$ cat config.mk
export PLATFORM = sky130hd
export DESIGN_NAME = ppg_channel_sequencer
export DESIGN_NICKNAME = d
export VERILOG_FILES = /design/src/rtl/ppg_pkg.sv /design/src/rtl/ppg_phase_accumulator.sv /design/src/rtl/ppg_channel_sequencer.sv
export SDC_FILE = /design/constraint.sdc
export NUM_CORES = 1
export LEC_CHECK = 0
export BUFFER_PORTS_ARGS = -buffer_cell sky130_fd_sc_hd__buf_2
export CAP_MARGIN = 30
export CORE_MARGIN = 3
export CORE_UTILIZATION = 42
export CTS_CLUSTER_SIZE = 24
export DETAILED_ROUTE_END_ITERATION = 6
export HOLD_SLACK_MARGIN = 0.05
export PLACE_DENSITY_LB_ADDON = 0.12
export SLEW_MARGIN = 5
export SYNTH_ARGS = -nofsm -noshare
export SYNTH_HDL_FRONTEND = slang
export SYNTH_HIERARCHICAL = 1
export SYNTH_SLANG_ARGS = --single-unit
$ cat constraint.sdc
create_clock -name CLK -period 6.3 [get_ports CLK]
set_clock_uncertainty 0.2 [all_clocks]
set_input_delay 0.63 -clock CLK [delete_from_list [all_inputs] [get_ports CLK]]
set_output_delay 0.63 -clock CLK [all_outputs]
set_load 0.03 [all_outputs]
$ cat src/rtl/ppg_pkg.sv
// ppg_pkg: shared widths and one-hot state encoding for the PPG front-end sequencer
package ppg_pkg;

    localparam int DC_W  = 7;
    localparam int PGA_W = 4;
    localparam int ADC_W = 8;

    typedef enum logic [7:0] {
        IDLE        = 8'b0000_0001,
        RED_SETTLE  = 8'b0000_0010,
        RED_ACQ     = 8'b0000_0100,
        IR_SETTLE   = 8'b0000_1000,
        IR_ACQ      = 8'b0001_0000,
        DARK_SETTLE = 8'b0010_0000,
        DARK_ACQ    = 8'b0100_0000,
        DONE        = 8'b1000_0000
    } state_t;

endpackage

$ cat src/rtl/ppg_phase_accumulator.sv
// ppg_phase_accumulator: sums ADC samples over one phase; avg includes the current sample
module ppg_phase_accumulator
    import ppg_pkg::*;
#(
    parameter int AVG_LOG2 = 3
) (
    input  logic             CLK,
    input  logic             rst,
    input  logic             clr,
    input  logic             en,
    input  logic [ADC_W-1:0] sample,
    output logic [ADC_W-1:0] avg
);

    localparam int ACC_W = ADC_W + AVG_LOG2;

    logic [ACC_W-1:0] acc;
    logic [ACC_W-1:0] sum;

    assign sum = acc + ACC_W'(sample);
    assign avg = ADC_W'(sum >> AVG_LOG2);

    // running sum, cleared while the phase is settling
    always_ff @(posedge CLK or posedge rst) begin
        if (rst)
            acc <= '0;
        else if (clr)
            acc <= '0;
        else if (en)
            acc <= sum;
    end

endmodule

$ cat src/rtl/ppg_channel_sequencer.sv
// ppg_channel_sequencer: time-multiplexes the analog front-end across RED/IR/DARK phases
module ppg_channel_sequencer
    import ppg_pkg::*;
#(
    parameter int SETTLE_CYC = 4,
    parameter int AVG_LOG2   = 3,
    parameter bit DARK_EN    = 1'b1
) (
    input  logic             CLK,
    input  logic             rst,
    input  logic             enable,
    input  logic             cfg_load,
    input  logic [DC_W-1:0]  cfg_red_dc,
    input  logic [PGA_W-1:0] cfg_red_pga,
    input  logic [DC_W-1:0]  cfg_ir_dc,
    input  logic [PGA_W-1:0] cfg_ir_pga,
    input  logic [ADC_W-1:0] ADC,
    output logic             LED_RED,
    output logic             LED_IR,
    output logic [DC_W-1:0]  DC_Comp,
    output logic [PGA_W-1:0] PGA_Gain,
    output logic [ADC_W-1:0] RED_ADC_Value,
    output logic [ADC_W-1:0] IR_ADC_Value,
    output logic [ADC_W-1:0] DARK_ADC_Value,
    output logic             frame_valid,
    input  logic             frame_ready,
    output logic             overrun
);

    localparam int ACQ_CYC = 1 << AVG_LOG2;
    localparam int CNT_W   = $clog2(SETTLE_CYC + ACQ_CYC) + 1;

    state_t           st, nxt;
    logic [CNT_W-1:0] cnt;
    logic             settling, acquiring, last;
    logic             enter_red, enter_ir, enter_dark;
    logic [DC_W-1:0]  pend_red_dc, pend_ir_dc, act_red_dc, act_ir_dc;
    logic [PGA_W-1:0] pend_red_pga, pend_ir_pga, act_red_pga, act_ir_pga;
    logic [ADC_W-1:0] avg, stg_red, stg_ir, stg_dark;

    assign settling   = st inside {RED_SETTLE, IR_SETTLE, DARK_SETTLE};
    assign acquiring  = st inside {RED_ACQ, IR_ACQ, DARK_ACQ};
    assign last       = settling ? (cnt == CNT_W'(SETTLE_CYC - 1)) : (cnt == CNT_W'(ACQ_CYC - 1));
    assign enter_red  = (nxt == RED_SETTLE) && (st != RED_SETTLE);
    assign enter_ir   = (nxt == IR_SETTLE) && (st != IR_SETTLE);
    assign enter_dark = (nxt == DARK_SETTLE) && (st != DARK_SETTLE);

    // next-state: phases advance when their cycle budget runs out
    always_comb begin
        nxt = st;
        case (st)
            IDLE:        nxt = enable ? RED_SETTLE : IDLE;
            RED_SETTLE:  nxt = last ? RED_ACQ : st;
            RED_ACQ:     nxt = last ? IR_SETTLE : st;
            IR_SETTLE:   nxt = last ? IR_ACQ : st;
            IR_ACQ:      nxt = last ? (DARK_EN ? DARK_SETTLE : DONE) : st;
            DARK_SETTLE: nxt = last ? DARK_ACQ : st;
            DARK_ACQ:    nxt = last ? DONE : st;
            DONE:        nxt = enable ? RED_SETTLE : IDLE;
            default:     nxt = IDLE;
        endcase
    end

    // state register and per-phase cycle counter, restarted on every transition
    always_ff @(posedge CLK or posedge rst) begin
        if (rst) begin
            st  <= IDLE;
            cnt <= '0;
        end else begin
            st  <= nxt;
            cnt <= (nxt != st) ? '0 : cnt + CNT_W'(1);
        end
    end

    // pending config follows cfg_load; active config is frozen at frame start
    always_ff @(posedge CLK or posedge rst) begin
        if (rst) begin
            pend_red_dc  <= '0;
            pend_red_pga <= '0;
            pend_ir_dc   <= '0;
            pend_ir_pga  <= '0;
            act_red_dc   <= '0;
            act_red_pga  <= '0;
            act_ir_dc    <= '0;
            act_ir_pga   <= '0;
        end else begin
            if (cfg_load) begin
                pend_red_dc  <= cfg_red_dc;
                pend_red_pga <= cfg_red_pga;
                pend_ir_dc   <= cfg_ir_dc;
                pend_ir_pga  <= cfg_ir_pga;
            end
            if (enter_red) begin
                act_red_dc  <= pend_red_dc;
                act_red_pga <= pend_red_pga;
                act_ir_dc   <= pend_ir_dc;
                act_ir_pga  <= pend_ir_pga;
            end
        end
    end

    // front-end controls switch on the edge entering each settle window
    always_ff @(posedge CLK or posedge rst) begin
        if (rst) begin
            LED_RED  <= 1'b0;
            LED_IR   <= 1'b0;
            DC_Comp  <= '0;
            PGA_Gain <= '0;
        end else begin
            LED_RED <= nxt inside {RED_SETTLE, RED_ACQ};
            LED_IR  <= nxt inside {IR_SETTLE, IR_ACQ};
            if (enter_red) begin
                DC_Comp  <= pend_red_dc;
                PGA_Gain <= pend_red_pga;
            end else if (enter_ir) begin
                DC_Comp  <= act_ir_dc;
                PGA_Gain <= act_ir_pga;
            end else if (enter_dark) begin
                DC_Comp  <= act_red_dc;
                PGA_Gain <= act_red_pga;
            end
        end
    end

    // capture each phase average on its final acquisition cycle
    always_ff @(posedge CLK or posedge rst) begin
        if (rst) begin
            stg_red  <= '0;
            stg_ir   <= '0;
            stg_dark <= '0;
        end else if (acquiring && last) begin
            if (st == RED_ACQ)  stg_red  <= avg;
            if (st == IR_ACQ)   stg_ir   <= avg;
            if (st == DARK_ACQ) stg_dark <= avg;
        end
    end

    // publish results; a fresh frame always wins over a pending handshake
    always_ff @(posedge CLK or posedge rst) begin
        if (rst) begin
            RED_ADC_Value  <= '0;
            IR_ADC_Value   <= '0;
            DARK_ADC_Value <= '0;
            frame_valid    <= 1'b0;
            overrun        <= 1'b0;
        end else if (st == DONE) begin
            RED_ADC_Value  <= stg_red;
            IR_ADC_Value   <= stg_ir;
            DARK_ADC_Value <= stg_dark;
            frame_valid    <= 1'b1;
            overrun        <= overrun | (frame_valid & ~frame_ready);
        end else begin
            if (frame_ready) frame_valid <= 1'b0;
            if (st == IDLE && !enable) overrun <= 1'b0;
        end
    end

    ppg_phase_accumulator #(.AVG_LOG2(AVG_LOG2)) u_acc (
        .CLK    (CLK),
        .rst    (rst),
        .clr    (settling),
        .en     (acquiring),
        .sample (ADC),
        .avg    (avg)
    );

endmodule

; ---- Yosys cells after proc, flatten, opt, wreduce, memory -nomap -nowiden
; Index checks and enable logic that the tools add are counted.
[totals]
ff_bits = 131
in_bits = 35
[op_classes]
bitwise_logic = 3
add_sub_neg = 2
reduce_logical = 18
n_eq_ne = 19
muxes = 22
[ops]
columns = cell, count
row1 = 8-bit one-hot mux with 7 select lines, 1
row2 = 8-bit 2-to-1 mux, 6
row3 = 11-bit 2-to-1 mux, 2
row4 = 7-bit 2-to-1 mux, 3
row5 = 8-bit by 2-bit equality test with 1-bit output (second input constant), 2
row6 = 8-bit by 3-bit equality test with 1-bit output (second input constant), 2
row7 = 8-bit by 4-bit equality test with 1-bit output (second input constant), 2
row8 = 8-bit by 5-bit equality test with 1-bit output (second input constant), 2
row9 = 8-bit by 6-bit equality test with 1-bit output (second input constant), 2
row10 = 4-bit 2-to-1 mux, 3
row11 = 11-bit by 8-bit adder with 11-bit output, 1
row12 = 2-bit nonzero test, 5
row13 = 3-bit nonzero test, 3
row14 = 8-bit by 1-bit equality test with 1-bit output (second input constant), 1
row15 = 8-bit by 7-bit equality test with 1-bit output (second input constant), 1
row16 = 8-bit equality test (second input constant), 1
row17 = 8-bit by 2-bit inequality test with 1-bit output (second input constant), 1
row18 = 8-bit by 4-bit inequality test with 1-bit output (second input constant), 1
row19 = 8-bit by 6-bit inequality test with 1-bit output (second input constant), 1
row20 = 8-bit inequality test, 1
row21 = 2-bit AND reduction, 3
row22 = 5-bit by 1-bit adder with 5-bit output (second input constant), 1
row23 = 5-bit by 2-bit equality test with 1-bit output (second input constant), 1
row24 = 5-bit by 3-bit equality test with 1-bit output (second input constant), 1
row25 = 9 further kinds, 17

; ---- Logic depth before layout (Yosys ltp)
[logic_depth]
ltp_word = 10
depth_mapped = 9
mapped_depth_nobuf = 7

; ---- Modules after synthesis
; Netlist, hierarchy kept.
[by_module_without_submodules]
columns = module, area_each_um2, n_inst, cells_each, seq_area_each_um2
row1 = ppg_channel_sequencer, 5187.5, 1, 438, 3004.1
row2 = ppg_phase_accumulator, 1012.2, 1, 111, 275.3

; ---- Least setup slack after synthesis
; No wires, ideal clock.
[synth_timing]
kind = input-to-reg
start = in ADC[0]
end = reg stg_ir[5]
cell_stages = 7
slack_ps = 3595
arrival_ps = 2380
t_required_ps = 5975
setup_time_ps = 125
cell_sequence = ha_1 > fa_1 > a21o_1 > a221oi_4 > o21ai_0 > xnor2_1 > mux2_4
[synth_between]
elab_chain_cells = 1
[synth_lines]
columns = item, line
row1 = start: declaration, ppg_channel_sequencer.sv:17  ; input logic [ADC_W-1:0] ADC,
row2 = 11-bit by 8-bit adder with 11-bit output, ppg_phase_accumulator.sv:20  ; assign sum = acc + ACC_W'(sample);
row3 = named net avg[5], ppg_channel_sequencer.sv:39  ; logic [ADC_W-1:0] avg, stg_red, stg_ir, stg_dark;
row4 = end signal: assignment, ppg_channel_sequencer.sv:133  ; if (st == IR_ACQ) stg_ir <= avg;
row5 = end: declaration, ppg_channel_sequencer.sv:39
; The timed path passes the listed nets, and every way through them passes these cells.
; A chain may end at the register's enable or synchronous reset.

; ---- Worst setup path in the final report
[layout_timing]
start = reg st[4]
end = reg stg_ir[5]
[layout_between]
elab_chain_cells = 5
word_cells_on_any_way = 11
[layout_lines]
columns = item, line
row1 = start: declaration, ppg_channel_sequencer.sv:33  ; state_t st, nxt;
row2 = start signal: assignment, ppg_channel_sequencer.sv:70  ; st <= nxt;
row3 = "8-bit by 2-bit equality test with 1-bit output, or another cell as far along", ppg_channel_sequencer.sv:41  ; assign settling = st inside {RED_SETTLE, IR_SETTLE, DARK_SETTLE};
row4 = 3-bit nonzero test, ppg_channel_sequencer.sv:41
row5 = 1-bit 2-to-1 mux, ppg_channel_sequencer.sv:43  ; assign last = settling ? (cnt == CNT_W'(SETTLE_CYC - 1)) : (cnt == CNT_W'(ACQ_CYC - 1));
row6 = 1-bit logical AND, ppg_channel_sequencer.sv:131  ; end else if (acquiring && last) begin
row7 = 2-bit AND reduction (no line) (*), n/a
; Mark *: on every way between the ends. The rest lies on a longest branch, timed or not.

==> summary.txt <==
Status
  • Outcome: complete, no violations

GRT
  • Initial antenna violation count: 0
  • Final global-route overflow total: 0
  • GRT Overall Usage: 17.50%
  • First-pass GRT wire length: 22.57 mm
  • Largest net degree at the start of global routing: 72
  • Number of global-route vias before repair: 4393

Floorplan
  • Die Wd: 127.5 µm
  • Top-Level Pins: 74
  • Row cnt: 43
  • Die height: 127.5 µm
  • Die area: 16260 µm²
  • Core area: 14150 µm²
  • Starting Density: 43.81%

Clock network
  • Clk_lat worst skew: 0.42 ns
  • Clock transition at path regs: 0.06 ns
  • Sink Count: 131
  • Max Buffers Root-to-Sink: 2
  • Clock Tree Root: clkbuf_16
  • TritonCTS clock tree: done
  • TritonCTS Buffers: 17
  • Postcts setup bufs: 0
  • H-tree levels: 4

Logic synthesis
  • Synth warn: 6
  • Synth Area in Compound Gates: 9.566%
  • Avg Cell Area, Syn: 11.29 µm²
  • Mapped Cells: 549
  • Yosys reg bits: 131
  • Post-Synth Adder-Cell Area: 2.301%
  • Synthesized Nets: 594
  • Mux cell area share after synthesis: 14.93%
  • Post-synthesis xor/xnor area fraction: 1.978%
  • Count of cell types in the netlist: 64
  • Largest family of logic cells by synthesized area: multiplexers
  • Post-synthesis sequential area ratio: 52.90%
  • FFs w/ async S/R, synth: 100.0%
  • Ys flop type: dfrtp_1
  • Mapped Area: 6200 µm²
  • Post-synth EDFFs: 0
  • Simple-gate share of the synthesized area: 14.89%

Layout
  • Most frequent cells in the layout: dfrtp_1, nand2_1, buf_2, mux2_2, nor2_1
  • Share of cells above drive strength 1: 31.96%
  • Syn-to-layout area delta: 18.41%
  • Layout Nets: 661
  • Commonest non-fill, non-tap cell in the layout: dfrtp_1
  • Final Cell Area: 7341 µm²
  • # diodes: 0

Setup path
  • Critical path capture point type: register
  • Critical path type: register to register
  • Crit-path max FO: 27
  • Max stage delay cell, worst path: mux2i_4
  • Worst EP arrival: 3.86 ns
  • Crit path required time: 6.39 ns
  • Startpoint Class: register
  • Critical-path cell list: nor2_1, o2111a_1, mux2i_4, or3_1, mux2_4
  • Crit path largest cell delay: 0.93 ns

STA
  • Final Critical Period: 3.769 ns
  • Slew HR: 34.52%
  • Worst hold slack: 0.2287 ns
  • Least-Margin Pin Slew: 0.9616 ns
  • Tcrit/Tclk final: 59.83%
  • Final hold viol count: 0
  • Fmax: 265.3 MHz
  • Unrepaired setup endpoints after global routing: false
  • Slew Limit Fails: 0
  • Fin Setup TNS: 0 ns
  • Final-report setup violation count: 0

Routing
  • Wirelength per Cell: 16.33 µm
  • TritonRoute pass-1 iters: 4
  • Initial detailed-routing violation count: 211
  • # DRC: 0
  • Vias: 4333
  • Vias per cell: 5.356
  • DRT antenna net count: 0
  • Detailed Route WL: 13.21 mm

Placement
  • DP Area: 6658 µm²
  • Gpl congestion: 0.8091
  • Port Buf Inserts: 73
  • DP HPWL: 9.088 mm

Flow run
  • Max cap viols: 0

Power and ir drop
  • Leakage: 3.577 nW
  • PwrDens: 356.4 nW/µm²
  • VDD IR-drop max: 0.1926 mV

Hold path
  • HP Class: primary input to register
==> per-stage QoR <==
stage / power (mW) / setup slack, ns / utilization, % / cells
2_1_floorplan: 1.468 / 2.286 / - / 549
4_1_cts: 2.647 / 2.514 / 51.44 / 806
3_3_place_gp: 1.612 / 2.547 / 47.05 / 773
3_5_place_dp: 1.623 / 2.502 / 47.05 / 773
6_report: 2.616 / 2.531 / 51.88 / 809
5_1_grt: 2.771 / 2.204 / 51.88 / 809
==> synth_stat cells, drive strengths merged (3+ instances only) <==
library cell	instances	share of area [%]
nand2	79	4.8
mux2i	5	1.0
nor2b	5	0.50
buf	13	1.4
ha	9	1.8
o21a	4	0.48
a21o	6	0.73
and2	3	0.30
mux2	74	14
inv	14	0.85
nor2	39	2.5
a211oi	4	0.57
and3	6	0.63
xor2	7	0.99
nor4	8	1.1
dfrtp	130	52
xnor2	7	0.99
clkbuf	19	1.2
or3	4	0.40
o21ai	8	0.65
a31oi	3	0.30
o22ai	14	1.4
nand3	8	0.65
nand4	10	1.0
a21oi	11	0.89
o22a	11	1.6
nor3	16	1.5
a211o	3	0.42
==> routing by layer <==
layer | track usage [%] | vias up | wire length (µm)
li1 | - | 2085 | -
met2 | 25.43 | 97 | 5860
met4 | 6.751 | 0 | 214
met3 | 4.097 | 19 | 570
met1 | 25.41 | 2132 | 6565
met5 | 0 | - | 0
==> cell families (layout without fill, tap and decap cells) <==
logic type	after synthesis	count (layout)
fa+ha+maj	11	11
buf+inv	46	126
flops	131	131
mux	79	79
compound gates	79	79
xor+xnor	14	14
simple gates	189	189
==> critical path: cells and delay by family, from the launching register on <==
family | cells | cell delay [ns]
muxes | 2 | 1.27
AOI/OAI and AO/OA | 1 | 0.81
and+or+nand+nor | 2 | 0.82
DFF | 1 | 0.54
==> path summary, 6_finish.rpt <==
| check | from | endpoint | slack [ns] | cells past startpoint |
|---|---|---|---|---|
| max | st[4] | stg_ir[5] | 2.53 | 5 |
| min | frame_ready | frame_valid | 0.23 | 2 |
| max reg2reg | st[4] | stg_ir[5] | 2.53 | 5 |
| min reg2reg | act_ir_dc[1] | act_ir_dc[1] | 0.26 | 2 |
| max in group asynchronous | rst | RED_ADC_Value[2] | 4.29 | 5 |
| min in group asynchronous | rst | u_acc/acc[0] | 0.60 | 3 |
==> area by class of cell <==
class,instances,area (µm²)
Tap cell,180,225.2
Inverter,14,55.05
Sequential cell,131,3279
Clock buffer,20,456.7
Multi-Input combinational cell,372,2710
Timing Repair Buffer,80,460.4
Clock inverter,12,153.9
Fill cell,1280,6809
==> state kept, by name, indices dropped and copies added (netlist names), 4 cells and up <==
signal          flops
u_acc/acc          11
pend_ir_pga         4
cnt                 5
pend_red_pga        4
act_ir_pga          4
act_red_dc          7
stg_ir              8
stg_dark            8
pend_ir_dc          7
DARK_ADC_Value      8
DC_Comp             7
RED_ADC_Value       8
act_ir_dc           7
pend_red_dc         7
act_red_pga         4
st                  8
stg_red             8
PGA_Gain            4
IR_ADC_Value        8
==> power breakdown <==
part / leakage, nW / switching (mW) / internal [mW]
clock network: 0.293 / 0.367 / 0.644
registers: 1.69 / 0.0928 / 0.979
logic: 1.59 / 0.348 / 0.185
total: 3.58 / 0.808 / 1.81
==> repair_timing <==
| action | in CTS | in global routing |
|---|---|---|
| hold endpoints to repair | 8 | 0 |
| hold buffers | 1 | 0 |
| resized for setup | 0 | 0 |
No activity file was read; power rests on OpenSTA's default activity.
